<file path="src/rtl/xmuxn_pkg.sv">
// xmuxn_pkg: shared types and constants for the xmuxn_seq selector unit.
//   xmux_state_t  : FSM state encoding (IDLE, WAIT, ACTIVE, DRAIN)
//   PIPE_MIN/MAX  : legal range of output pipeline depth
package xmuxn_pkg;

  typedef enum logic [1:0] {
    IDLE   = 2'd0,
    WAIT   = 2'd1,
    ACTIVE = 2'd2,
    DRAIN  = 2'd3
  } xmux_state_t;

  localparam int PIPE_MIN = 1;
  localparam int PIPE_MAX = 4;

endpackage

</file>
<file path="src/rtl/xpipe_dv.sv">
// xpipe_dv: DEPTH-stage data+valid shift register, asynchronous reset to zero.
//   clk, rst       : clock, asynchronous active-high reset
//   valid_i/data_i : stage-1 input; data loads only when valid_i is high,
//                    otherwise stage 1 keeps its previous data
//   data_o/valid_o : last stage
//   stage_valid_o  : valid bit of every stage (bit 0 = stage 1)
module xpipe_dv #(
  parameter int DATA_W = 32,
  parameter int DEPTH  = 1
) (
  input  logic              clk,
  input  logic              rst,
  input  logic              valid_i,
  input  logic [DATA_W-1:0] data_i,
  output logic [DATA_W-1:0] data_o,
  output logic              valid_o,
  output logic [DEPTH-1:0]  stage_valid_o
);

  logic [DEPTH-1:0][DATA_W-1:0] data_q;
  logic [DEPTH-1:0]             valid_q;

  always_ff @(posedge clk or posedge rst) begin
    if (rst) begin
      data_q  <= '0;
      valid_q <= '0;
    end else begin
      valid_q[0] <= valid_i;
      // Stage 1 holds its data between samples so the output keeps the
      // last sample once a burst has drained.
      if (valid_i) begin
        data_q[0] <= data_i;
      end
      for (int i = 1; i < DEPTH; i++) begin
        data_q[i]  <= data_q[i-1];
        valid_q[i] <= valid_q[i-1];
      end
    end
  end

  assign data_o        = data_q[DEPTH-1];
  assign valid_o       = valid_q[DEPTH-1];
  assign stage_valid_o = valid_q;

endmodule

</file>
<file path="src/rtl/xmuxn_seq.sv">
// xmuxn_seq: N_IN-input registered selector with start delay, iteration
// count and PIPE-deep output pipeline.
//   clk, rst  : clock, asynchronous active-high reset
//   run       : start pulse, accepted only in IDLE with iter != 0
//   done      : 1 when idle / complete
//   in_flat   : packed inputs, input k at [k*DATA_W +: DATA_W] (not latched)
//   sel/delay/iter : configuration, latched when run is accepted
//   out0      : selected data from the last pipeline stage
//   out_valid : out0 holds a sample of the current run
module xmuxn_seq
  import xmuxn_pkg::*;
#(
  parameter int  DATA_W  = 32,
  parameter int  N_IN    = 8,
  parameter int  DELAY_W = 8,
  parameter int  ITER_W  = 16,
  parameter int  PIPE    = 1,
  localparam int SEL_W   = $clog2(N_IN)
) (
  input  logic                   clk,
  input  logic                   rst,
  input  logic                   run,
  output logic                   done,
  input  logic [N_IN*DATA_W-1:0] in_flat,
  input  logic [SEL_W-1:0]       sel,
  input  logic [DELAY_W-1:0]     delay,
  input  logic [ITER_W-1:0]      iter,
  output logic [DATA_W-1:0]      out0,
  output logic                   out_valid
);

  localparam int N_SLOT = 1 << SEL_W;
  // Stages that still feed the last stage; the last stage itself drains
  // on the same edge that returns the FSM to IDLE.
  localparam logic [PIPE-1:0] FWD_MASK = {PIPE{1'b1}} >> 1;

  xmux_state_t        state_q, state_d;
  logic [DELAY_W-1:0] dcnt_q, dcnt_d;
  logic [ITER_W-1:0]  icnt_q, icnt_d;
  logic [ITER_W-1:0]  iter_q, iter_d;
  logic [SEL_W-1:0]   sel_q, sel_d;
  logic               cap;
  logic [PIPE-1:0]    stage_valid;
  logic [DATA_W-1:0]  mux_data;
  logic               inflight;

  // Unpack inputs; select codes at or above N_IN read as zero.
  logic [DATA_W-1:0] in_arr [N_SLOT];
  for (genvar gi = 0; gi < N_SLOT; gi++) begin : g_unpack
    if (gi < N_IN) begin : g_live
      assign in_arr[gi] = in_flat[gi*DATA_W +: DATA_W];
    end else begin : g_zero
      assign in_arr[gi] = '0;
    end
  end
  assign mux_data = in_arr[sel_q];

  assign inflight = |(stage_valid & FWD_MASK);
  assign done     = (state_q == IDLE);

  always_ff @(posedge clk or posedge rst) begin
    if (rst) begin
      state_q <= IDLE;
      dcnt_q  <= '0;
      icnt_q  <= '0;
      iter_q  <= '0;
      sel_q   <= '0;
    end else begin
      state_q <= state_d;
      dcnt_q  <= dcnt_d;
      icnt_q  <= icnt_d;
      iter_q  <= iter_d;
      sel_q   <= sel_d;
    end
  end

  always_comb begin
    state_d = state_q;
    dcnt_d  = dcnt_q;
    icnt_d  = icnt_q;
    iter_d  = iter_q;
    sel_d   = sel_q;
    cap     = 1'b0;
    case (state_q)
      IDLE: begin
        if (run && (iter != '0)) begin
          sel_d  = sel;
          iter_d = iter;
          if (delay != '0) begin
            state_d = WAIT;
            dcnt_d  = delay;
          end else begin
            state_d = ACTIVE;
            icnt_d  = iter;
          end
        end
      end
      WAIT: begin
        dcnt_d = dcnt_q - DELAY_W'(1);
        if (dcnt_q == DELAY_W'(1)) begin
          state_d = ACTIVE;
          icnt_d  = iter_q;
        end
      end
      ACTIVE: begin
        cap    = 1'b1;
        icnt_d = icnt_q - ITER_W'(1);
        if (icnt_q == ITER_W'(1)) begin
          state_d = DRAIN;
        end
      end
      DRAIN: begin
        if (!inflight) begin
          state_d = IDLE;
        end
      end
      default: state_d = IDLE;
    endcase
  end

  xpipe_dv #(
    .DATA_W(DATA_W),
    .DEPTH (PIPE)
  ) u_pipe (
    .clk          (clk),
    .rst          (rst),
    .valid_i      (cap),
    .data_i       (mux_data),
    .data_o       (out0),
    .valid_o      (out_valid),
    .stage_valid_o(stage_valid)
  );

endmodule

</file>
<file path="config.mk">
export PLATFORM = sky130hd
export DESIGN_NAME = xmuxn_seq
export DESIGN_NICKNAME = d
export VERILOG_FILES = /design/src/rtl/xmuxn_pkg.sv /design/src/rtl/xpipe_dv.sv /design/src/rtl/xmuxn_seq.sv
export SDC_FILE = /design/constraint.sdc
export NUM_CORES = 1
export LEC_CHECK = 0
export BUFFER_PORTS_ARGS = -buffer_cell sky130_fd_sc_hd__buf_2
export CAP_MARGIN = 5
export CORE_MARGIN = 5
export CORE_UTILIZATION = 46
export CTS_BUF_LIST = sky130_fd_sc_hd__clkbuf_16
export DETAILED_ROUTE_END_ITERATION = 8
export PLACE_DENSITY_LB_ADDON = 0.15
export SYNTH_ARGS = -nofsm -noshare
export SYNTH_HDL_FRONTEND = slang
export SYNTH_HIERARCHICAL = 1
export SYNTH_SLANG_ARGS = --single-unit
</file>
<file path="constraint.sdc">
create_clock -name clk -period 3 [get_ports clk]
set_input_delay 0.6 -clock clk [delete_from_list [all_inputs] [get_ports clk]]
set_output_delay 0.6 -clock clk [all_outputs]
set_load 0.02 [all_outputs]
</file>
After elaboration in Yosys (flattened, before gate mapping):

Index checks and enable logic that the tools add are counted.

* $add $sub $neg: 2
* multipliers: 0
* div/mod/pow operators: 0
* magnitude comparators: 1
* equal/unequal tests: 10
* shift-type cells: 0
* multiplexer cells: 16
* bitwise operators: 1
* reduce and logical (&&, ||, !) cells: 10

Operators by type and width (number)
* 32-bit binary-select mux with 3-bit select: 1
* 32-bit 2-to-1 mux: 2
* 16-bit 2-to-1 mux: 3
* 16-bit one-hot mux with 3 select lines: 1
* 16-bit by 1-bit equality test with 1-bit output, second input constant: 1
* 8-bit 2-to-1 mux: 2
* 8-bit one-hot mux with 2 select lines: 1
* 16-bit nonzero test: 1
* 16-bit by 1-bit subtractor with 16-bit output, second input constant: 1
* 8-bit by 1-bit equality test with 1-bit output, second input constant: 1
* 2-bit 2-to-1 mux: 4
* 2-bit one-hot mux with 4 select lines: 1
* 8-bit nonzero test: 1
* 8-bit by 1-bit subtractor with 8-bit output, second input constant: 1
* 2-bit inequality test, second input constant: 3
* 3-bit AND reduction: 2
* 2-bit equality test, second input constant: 2
* 4-bit greater-or-equal comparator, second input constant: 1
* 2-bit by 1-bit inequality test with 1-bit output, second input constant: 2
* 3-bit inverter with 4-bit output: 1
* 4-bit AND reduction: 1
* 3-bit nonzero test: 1
* 2-bit by 1-bit equality test with 1-bit output, second input constant: 1
* 2-bit logical NOT: 1
* other kinds (4): 4

* bits in registers: 78
* latch bits: 0
* bits in writable memories: 0
* ROM bits: 0
* input bits: 286
* output and inout port bits: 34
* memories: 0

Logic depth before layout (Yosys ltp):

Gate-level depths: netlist of the first run.

* word-level depth: 4
* mapped depth: 10
* depth with buffers taken out: 7

Cells and area by module:

Netlist of the first run, hierarchy kept.

Modules (own cells, without submodules)
* xmuxn_seq: instances 1, cells an instance 408, area each 4619.4 sq um, sequential area each 1126.1 sq um
* xpipe_dv: instances 1, cells an instance 71, area each 1381.3 sq um, sequential area each 825.8 sq um

Worst setup path after synthesis of the first run:

No wires, ideal clock.

* kind: input -> register
* start: input iter[0]
* end: register icnt_q[2]
* data arrival time: 2.344 ns
* data required time: 2.875 ns
* setup slack: 0.532 ns
* stages: 6
* path buffers: 1
* path through: or4_1 > o41ai_1 > o21a_1 > or2_1 > buf_2 > mux2_2

* longest elaborated chain between the ends: 4

Ends and longest elaborated chain
* from (decl): RTL line xmuxn_seq.sv:27 `input logic [ITER_W-1:0] iter,`
* 16-bit nonzero test: RTL line xmuxn_seq.sv:86 `if (run && (iter != '0)) begin`
* 1-bit logical AND: RTL line xmuxn_seq.sv:86
* 2-bit by 1-bit inequality test with 1-bit output (no line)
* 4-bit AND reduction (no line)
* to (signal assigned): RTL line xmuxn_seq.sv:71 `icnt_q <= icnt_d;`
* to (decl): RTL line xmuxn_seq.sv:39 `logic [ITER_W-1:0] icnt_q, icnt_d;`

Every way passes these cells.
A chain may end at the register's enable or synchronous reset.

Worst setup path after layout of the first run:

* start: register icnt_q[6]
* end: register state_q[1]

* longest elaborated chain between the ends: 3

Ends and longest elaborated chain
* 16-bit by 1-bit equality test with 1-bit output: RTL line xmuxn_seq.sv:108 `if (icnt_q == ITER_W'(1)) begin`
* 2-bit inequality test (no line)
* 3-bit AND reduction (no line)
* to (signal assigned): RTL line xmuxn_seq.sv:69 `state_q <= state_d;`
* to (decl): RTL line xmuxn_seq.sv:37 `xmux_state_t state_q, state_d;`

Every way passes these cells.

==> flow_summary.json, run 1 <==
{
  "worst_pin_slew_ps": 973,
  "syn_to_final_growth_pct": 33.8,
  "relSlewSlack_pct": 34.7,
  "initial_core_util_pct": 47.2,
  "endpoint_kind": "register",
  "yosys.area.top_type": "dfrtp_1",
  "cts_inserted_buffers": 9,
  "ioPinCount": 320,
  "synth.most_common_cell": "dfrtp_1",
  "die_h_um": 124,
  "core_mm2": 0.0127,
  "postSynthCellCount": 479,
  "synth_edf_count": 0,
  "antenna_left": 0,
  "hold_buffers": 0,
  "seq_power_share_pct": 24.5,
  "maxCapViolCount": 0,
  "clock_path_buffers": 2,
  "path_max_fanout": 7,
  "layout.cells.non_filler": 957,
  "dr.first_iter.drc_count": 231,
  "synth_cell_type_count": 53,
  "slowest_stage": "or4_1",
  "design.die.area_mm2": 0.0154,
  "p_per_area_mw_per_mm2": 1070,
  "power.switching_mw": 3.51,
  "cp.required_ps": 3210,
  "yosysWarnings": 6,
  "nets": 1075,
  "grt_overflow": 0,
  "antenna_cells": 0,
  "clk_latency_ps": 330,
  "first_global_vias": 5890,
  "drcViolationCount": 0,
  "ir_worst_vdd_uv": 512,
  "clk_pin_slew_worst_paths_ps": 60,
  "grt.total_usage_pct": 27.4,
  "crit_path_start_kind": "register",
  "use_met2_pct": 48.8,
  "use_met1_pct": 34.5,
  "finalClockSkew_ps": 7.01,
  "io_buffers": 319,
  "ys_ff_latch": 78,
  "wl_per_cell_um": 22.6,
  "cts_tree": "done",
  "num_rows": 41,
  "crit_arrival_ps": 2690,
  "synth_fp_nets": 774,
  "comb_power_share_pct": 62.2,
  "tns_ps": 0,
  "synth_top_area_share_pct": 32.5,
  "drive_gt1_share_pct": 64.7,
  "synth_top_cells_by_area": "dfrtp_1 (33%), mux4_2 (24%), mux2_2 (11%), mux2_4 (7.8%), o21ai_0 (2.6%)",
  "synth.yosys.seq_area_share_pct": 32.5,
  "clock_power_share_pct": 13.3,
  "drt_first_pass_iters": 4,
  "grt_max_degree": 66,
  "dpl.cell_count": 941,
  "min_period_ps": 2480,
  "hold_path_class": "primary input to asynchronous set/reset pin",
  "crit_type": "register to register",
  "fmax_mhz": 403,
  "vias_per_cell": 5.78,
  "rsz0062_at_grt": "false",
  "vias": 5534,
  "cts_resized": 0,
  "dp_hpwl_um": 17600,
  "fin_area_mm2": 0.00803,
  "status": "complete, no violations",
  "die_x_um": 124,
  "ys.flop_type": "dfrtp_1",
  "routed_wl_um": 21700,
  "min_period_over_period_pct": 82.7,
  "htreeDepth": 3,
  "cts_root_buf": "clkbuf_16",
  "p_sw_share_pct": 40.6,
  "use_met3_pct": 5.70,
  "leakage_nw": 3.71,
  "report.final.hold_viol_count": 0,
  "syn_area_per_cell_um2": 12.5,
  "grt_first_pass_wirelength_um": 33800,
  "syn_area_mm2": 0.00600,
  "ys_async_sr_fraction_pct": 100,
  "slew_violations": 0,
  "post_cts.repair.setup_buffers": 0,
  "busiest_layer": "met2",
  "intPower_mw": 5.13,
  "path_cells": "or4_1 > nor4_4 > nand4_1 > a221o_1 > mux2_4",
  "cts.sinks": 78,
  "place_congestion": 0.963,
  "placed_area_mm2": 0.00772,
  "setup_viol": 0,
  "synth_common_cells": "dfrtp_1 (78), mux4_2 (64), mux2_2 (57)",
  "critPathMaxStageDelay_ps": 720,
  "antenna_found_initial": 2
}
## power by group through the flow
stage          Combinational, mW  Clock (mW)  Sequential, mW
2_1_floorplan               3.94           0            2.20
3_3_place_gp                5.31           0            2.10
3_5_place_dp                5.38           0            2.13
4_1_cts                     5.41        1.16            2.12
5_1_grt                     5.79        1.22            2.21
6_report                    5.37        1.15            2.12
## logic make-up (layout without fill, tap and decap cells)
| logic type | after synthesis | after routing | synth area share, % |
|---|---|---|---|
| mux | 154 | 154 | 42.8 |
| compound gates | 96 | 96 | 10.6 |
| simple gates | 80 | 80 | 6.67 |
| flops | 78 | 78 | 32.5 |
| buf+inv | 58 | 364 | 4.90 |
| fa+ha+maj | 9 | 9 | 1.88 |
| xor+xnor | 4 | 4 | 0.584 |
## per-layer routing
metal  share of wire [%]  vias to the layer above
li1                    -                     2491
met1                  39                     2769
met2                  53                      246
met3                 6.8                       24
met4                 1.7                        4
met5                0.12                        -
## cell type report
type                    instances  area [um2]
flip-flops and latches         78        1960
repair buffers                334        1730
multi-input cells             343        3760
well taps                     172         215
clock buffers                   9         225
fillers                      1108        4690
inverters                      14        52.6
clock inverters                 7        88.8
## metrics by stage
stage          hold WS [ps]  total power [mW]  setup slack (ps)  util, %
2_1_floorplan           476              6.14               532        -
3_3_place_gp            487              7.41               345     60.7
3_5_place_dp            491              7.51               300     60.7
4_1_cts                 395              8.69               546     63.1
5_1_grt                 423              9.23               446     63.1
6_report                374              8.63               520     63.1
## worst paths after layout
check                                 start                   end  slack [ps]  depth (start not counted)
max in group asynchronous               rst             iter_q[0]        1870                          3
max                               icnt_q[6]            state_q[1]         520                          5
max reg2reg                       icnt_q[6]            state_q[1]         520                          5
min reg2reg                u_pipe/data_o[0]      u_pipe/data_o[0]         510                          1
min in group clk           u_pipe/data_o[0]      u_pipe/data_o[0]         510                          1
min                                     rst  u_pipe/stage_valid_o         370                          3
## state kept, by name, summed over array words and instances (netlist names)
register              cells
sel_q                     3
state_q                   2
u_pipe/data_o            32
u_pipe/stage_valid_o      1
iter_q                   16
dcnt_q                    8
icnt_q                   16
## critical path, delay by kind of cell, from the launching register on
| kind | cells | cell delay (ps) |
|---|---|---|
| flip-flops | 1 | 450 |
| multiplexers | 1 | 300 |
| AO/OA/AOI/OAI | 1 | 370 |
| AND/OR/NAND/NOR | 3 | 1240 |
## cells in the final DEF, fill, tap and decap left out, drive strengths merged, types with 3 or more instances in the layout
cell type	count
clkbuf	9
a221oi	5
a21oi	14
nand2	20
o211ai	4
nor4	6
dfrtp	78
nand3	8
nor2	22
clkinv	5
xor2	4
ha	9
and2	3
or2	3
nor3	7
mux4	64
buf	334
a31oi	6
o311ai	3
o21ai	32
inv	13
or4	5
mux2	88
o31ai	11
Power figures use the tool's default switching activity.
==> run 2: changes to the inputs <==
- CORE_UTILIZATION: 46 -> 42
- clock period: 3 -> 2.25 ns (I/O delays scaled with it)
==> flow_summary.json, run 2 (same netlist as run 1, synthesis figures left out) <==
{
  "status": "complete, no violations",
  "ioPinCount": 320,
  "cts_root_buf": "clkbuf_16",
  "endpoint_kind": "register",
  "antenna_found_initial": 5,
  "drive_gt1_share_pct": 66.3,
  "p_per_area_mw_per_mm2": 1410,
  "antenna_left": 0,
  "p_sw_share_pct": 40.8,
  "dr.first_iter.drc_count": 338,
  "place_congestion": 0.977,
  "fmax_mhz": 469,
  "vias": 5706,
  "maxCapViolCount": 0,
  "grt_overflow": 0,
  "design.die.area_mm2": 0.0168,
  "grt.total_usage_pct": 25.9,
  "hold_path_class": "primary input to asynchronous set/reset pin",
  "min_period_over_period_pct": 94.8,
  "regToRegStartpoint": "icnt_q[9]",
  "comb_power_share_pct": 65.5,
  "io_buffers": 319,
  "routed_wl_um": 22900,
  "crit_arrival_ps": 2330,
  "crit_path_start_kind": "primary input",
  "largest_reg_flops": 32,
  "power.switching_mw": 4.78,
  "path_max_fanout": 12,
  "clk_latency_ps": 330,
  "fin_area_mm2": 0.00832,
  "post_cts.repair.setup_buffers": 0,
  "ir_worst_vdd_uv": 823,
  "clock_power_share_pct": 10.8,
  "wl_per_cell_um": 22.8,
  "vias_per_cell": 5.68,
  "clk_pin_slew_worst_paths_ps": 60,
  "hold_buffers": 0,
  "cts_inserted_buffers": 9,
  "layout_commonest_cell": "buf_2",
  "grt_first_pass_wirelength_um": 33000,
  "cts_tree": "done",
  "reg2reg_to": "state_q[1]",
  "initial_core_util_pct": 43.1,
  "drcViolationCount": 0,
  "syn_to_final_growth_pct": 38.7,
  "htreeDepth": 3,
  "drt_first_pass_iters": 4,
  "tns_ps": 0,
  "slew_violations": 0,
  "dp_hpwl_um": 18700,
  "die_h_um": 130,
  "core_mm2": 0.0139,
  "crit_type": "primary input to register",
  "r2r_slack_ps": 130,
  "first_global_vias": 5789,
  "report.final.hold_viol_count": 0,
  "seq_power_share_pct": 23.7,
  "hold_ws_ps": 182,
  "final_cell_mix": "buf_2 (319), dfrtp_1 (76), mux4_2 (64)",
  "placed_area_mm2": 0.00806,
  "rsz0062_at_grt": "false",
  "nets": 1112,
  "intPower_mw": 6.93,
  "relSlewSlack_pct": 54.8,
  "num_rows": 43,
  "grt_max_degree": 46,
  "die_x_um": 130,
  "cp.required_ps": 2450,
  "finalClockSkew_ps": 7.85,
  "r2r_cells": 5,
  "clock_path_buffers": 2,
  "min_period_ps": 2130,
  "worst_pin_slew_ps": 672,
  "cts.sinks": 78,
  "leakage_nw": 3.89,
  "setup_viol": 0
}
[run 2: cell count changes in the layout (fill, tap and decap cells not counted), sizes merged]
cell      before  now
clkinvlp       1    0
bufinv         2    0
buf          334  371
inv           13   15
diode          0    4
clkinv         5    4
[run 2: worst max path at each step]
stage / from / to / slack (ps) / cells past startpoint
5_1_grt: icnt_q[10] / state_q[1] / 10 / 5
2_1_floorplan: iter[0] / dcnt_q[7] / 7 / 7
3_3_place_gp: iter[11] / icnt_q[4] / -180 / 6
6_report: iter[3] / icnt_q[13] / 120 / 7
3_5_place_dp: iter[7] / icnt_q[10] / -230 / 7
4_1_cts: icnt_q[9] / state_q[1] / 20 / 5
[run 2: power by group through the flow]
stage	clock, mW	sequential (mW)	combinational [mW]
2_1_floorplan	0	2.93	5.27
3_3_place_gp	0	2.76	7.59
4_1_cts	1.31	2.77	7.72
3_5_place_dp	0	2.79	7.69
5_1_grt	1.36	2.87	8.26
6_report	1.27	2.77	7.68
[run 2: cell type report]
| type | instances | area, um2 |
|---|---|---|
| clock buffers | 9 | 225 |
| fillers | 1172 | 5610 |
| well taps | 180 | 225 |
| multi-input cells | 343 | 3770 |
| inverters | 14 | 52.6 |
| diodes | 4 | 10.0 |
| flip-flops and latches | 78 | 1960 |
| clock inverters | 5 | 21.3 |
| repair buffers | 371 | 2060 |
[run 2: what timing repair did]
item	CTS	global route
endpoints found under the setup margin	0	3
resized for setup	0	1
endpoints found under the hold margin	0	0
[run 2: critical path, stage by stage]
cell	delay [ps]
buf_2	100
or4_1	630
o41ai_2	400
o21a_1	180
or2_1	220
buf_4	240
o21ai_0	110
[run 2: stage by stage]
| stage | power, mW | util (%) | worst slack, ps | std cells |
|---|---|---|---|---|
| global route | 12.5 | 59.7 | 11.4 | 1003 |
| global placement | 10.4 | 57.9 | -180 | 986 |
| finish | 11.7 | 59.7 | 117 | 1004 |
| floorplan | 8.20 | - | 6.60 | 479 |
| CTS | 11.8 | 59.6 | 24.3 | 1000 |
| detailed placement | 10.5 | 57.9 | -235 | 986 |
[run 2: routing by layer]
layer	global-route usage, %	vias up	wire length [um]
li1	-	2568	-
met1	33.2	2835	8800
met2	43.5	268	11700
met3	5.52	35	1790
met4	9.35	0	601
met5	0	-	0
==> run 3: changes to the inputs <==
- RECOVER_POWER: default -> 25
==> flow_summary.json, run 3 (same netlist as run 1, synthesis figures left out) <==
{
  "cts_resized": 0,
  "routed_wl_um": 22900,
  "maxCapViolCount": 0,
  "initial_core_util_pct": 43.1,
  "crit_type": "primary input to register",
  "worst_slack_ps": 117,
  "cts_root_buf": "clkbuf_16",
  "layout_commonest_cell": "buf_2",
  "endpoint_kind": "register",
  "hold_path_class": "primary input to asynchronous set/reset pin",
  "rsz0062_at_grt": "false",
  "antenna_found_initial": 5,
  "dpl.cell_count": 986,
  "grt_max_degree": 46,
  "hold_ws_ps": 350,
  "relSlewSlack_pct": 23.0,
  "dp_hpwl_um": 18700,
  "clk_latency_ps": 340,
  "use_met2_pct": 43.5,
  "grt.total_usage_pct": 25.9,
  "drcViolationCount": 0,
  "report.final.hold_viol_count": 0,
  "dpl_worst_slack_ps": -235,
  "drive_gt1_share_pct": 66.2,
  "die_x_um": 130,
  "fillers": 1173,
  "post_cts.repair.setup_buffers": 0,
  "ir_worst_vdd_uv": 823,
  "drt_first_pass_iters": 4,
  "cts.sinks": 78,
  "ioPinCount": 320,
  "multi_input_area_mm2": 0.00377,
  "crit_path_start_kind": "primary input",
  "min_period_over_period_pct": 94.8,
  "wl_per_cell_um": 22.8,
  "use_met3_pct": 5.52,
  "layout.cells.non_filler": 1004,
  "design.die.area_mm2": 0.0168,
  "use_met1_pct": 33.2,
  "io_buffers": 319,
  "htreeDepth": 3,
  "r2r_cells": 5,
  "cts_inserted_buffers": 9,
  "crit_arrival_ps": 2330,
  "dr.first_iter.drc_count": 338,
  "cp.required_ps": 2450,
  "status": "complete, no violations",
  "hold_buffers": 0,
  "vias_per_cell": 5.68,
  "cts_tree": "done",
  "min_period_ps": 2130,
  "num_rows": 43,
  "fin_total_pwr_mw": 11.7,
  "clk_pin_slew_worst_paths_ps": 60,
  "busiest_layer": "met2",
  "final-seq-area_mm2": 0.00196,
  "leakage_nw": 3.88,
  "die_h_um": 130,
  "worst_pin_slew_ps": 1150,
  "grt_overflow": 0,
  "clock_path_buffers": 2,
  "vias": 5702,
  "fmax_mhz": 469,
  "syn_to_final_growth_pct": 38.4,
  "first_global_vias": 5789,
  "place_congestion": 0.977,
  "final_cell_mix": "buf_2 (318), dfrtp_1 (76), mux4_2 (64)",
  "grt_first_pass_wirelength_um": 33000,
  "core_mm2": 0.0139,
  "p_per_area_mw_per_mm2": 1410,
  "nets": 1112,
  "setup_viol": 0,
  "largest_reg_flops": 32,
  "slew_violations": 0,
  "antenna_left": 0,
  "finalClockSkew_ps": 7.85,
  "path_max_fanout": 12
}
==> run 3: per-stage QoR <==
stage	instance area, um2	TNS [ps]	util [%]
after floorplan	6010	0	-
after global placement	8060	-5420	57.9
after detailed placement	8060	-6510	57.9
after CTS	8310	0	59.6
after global routing	8300	0	59.6
final	8300	0	59.6
==> run 3: area by class of cell <==
type                    instances  share of cell area (%)
well taps                     180                    2.71
flip-flops and latches         78                    23.6
inverters                      14                   0.633
clock buffers                   9                    2.71
multi-input cells             343                    45.4
clock inverters                 5                   0.256
diodes                          4                   0.121
repair buffers                371                    24.6
==> run 3: layer usage <==
metal | vias up | wire (um)
met1 | 2831 | 8810
met3 | 35 | 1800
met2 | 268 | 11700
met4 | 0 | 601
li1 | 2568 | -
met5 | - | 0
==> run 3: worst max-delay path, cell delays in order <==
cell,delay [ps]
buf_2,100
or4_1,630
o41ai_2,400
o21a_1,180
or2_1,220
buf_4,240
o21ai_0,110
==> run 3: path summary, 6_finish.rpt <==
kind                              startpoint                 to  slack [ps]
max in group asynchronous                rst           sel_q[0]         920
hold reg to reg            u_pipe/data_o[11]  u_pipe/data_o[11]         500
setup / recovery                     iter[3]         icnt_q[13]         120
hold / removal                           rst  u_pipe/data_o[28]         350
min in group clk                      sel[0]           sel_q[0]         350
setup reg to reg                   icnt_q[9]         state_q[1]         130
==> run 3: power breakdown <==
part / leakage [nW] / switching, mW / total [mW] / internal, mW
registers: 0.924 / 0.613 / 2.77 / 2.16
logic: 2.83 / 3.62 / 7.67 / 4.05
clock network: 0.131 / 0.552 / 1.27 / 0.719
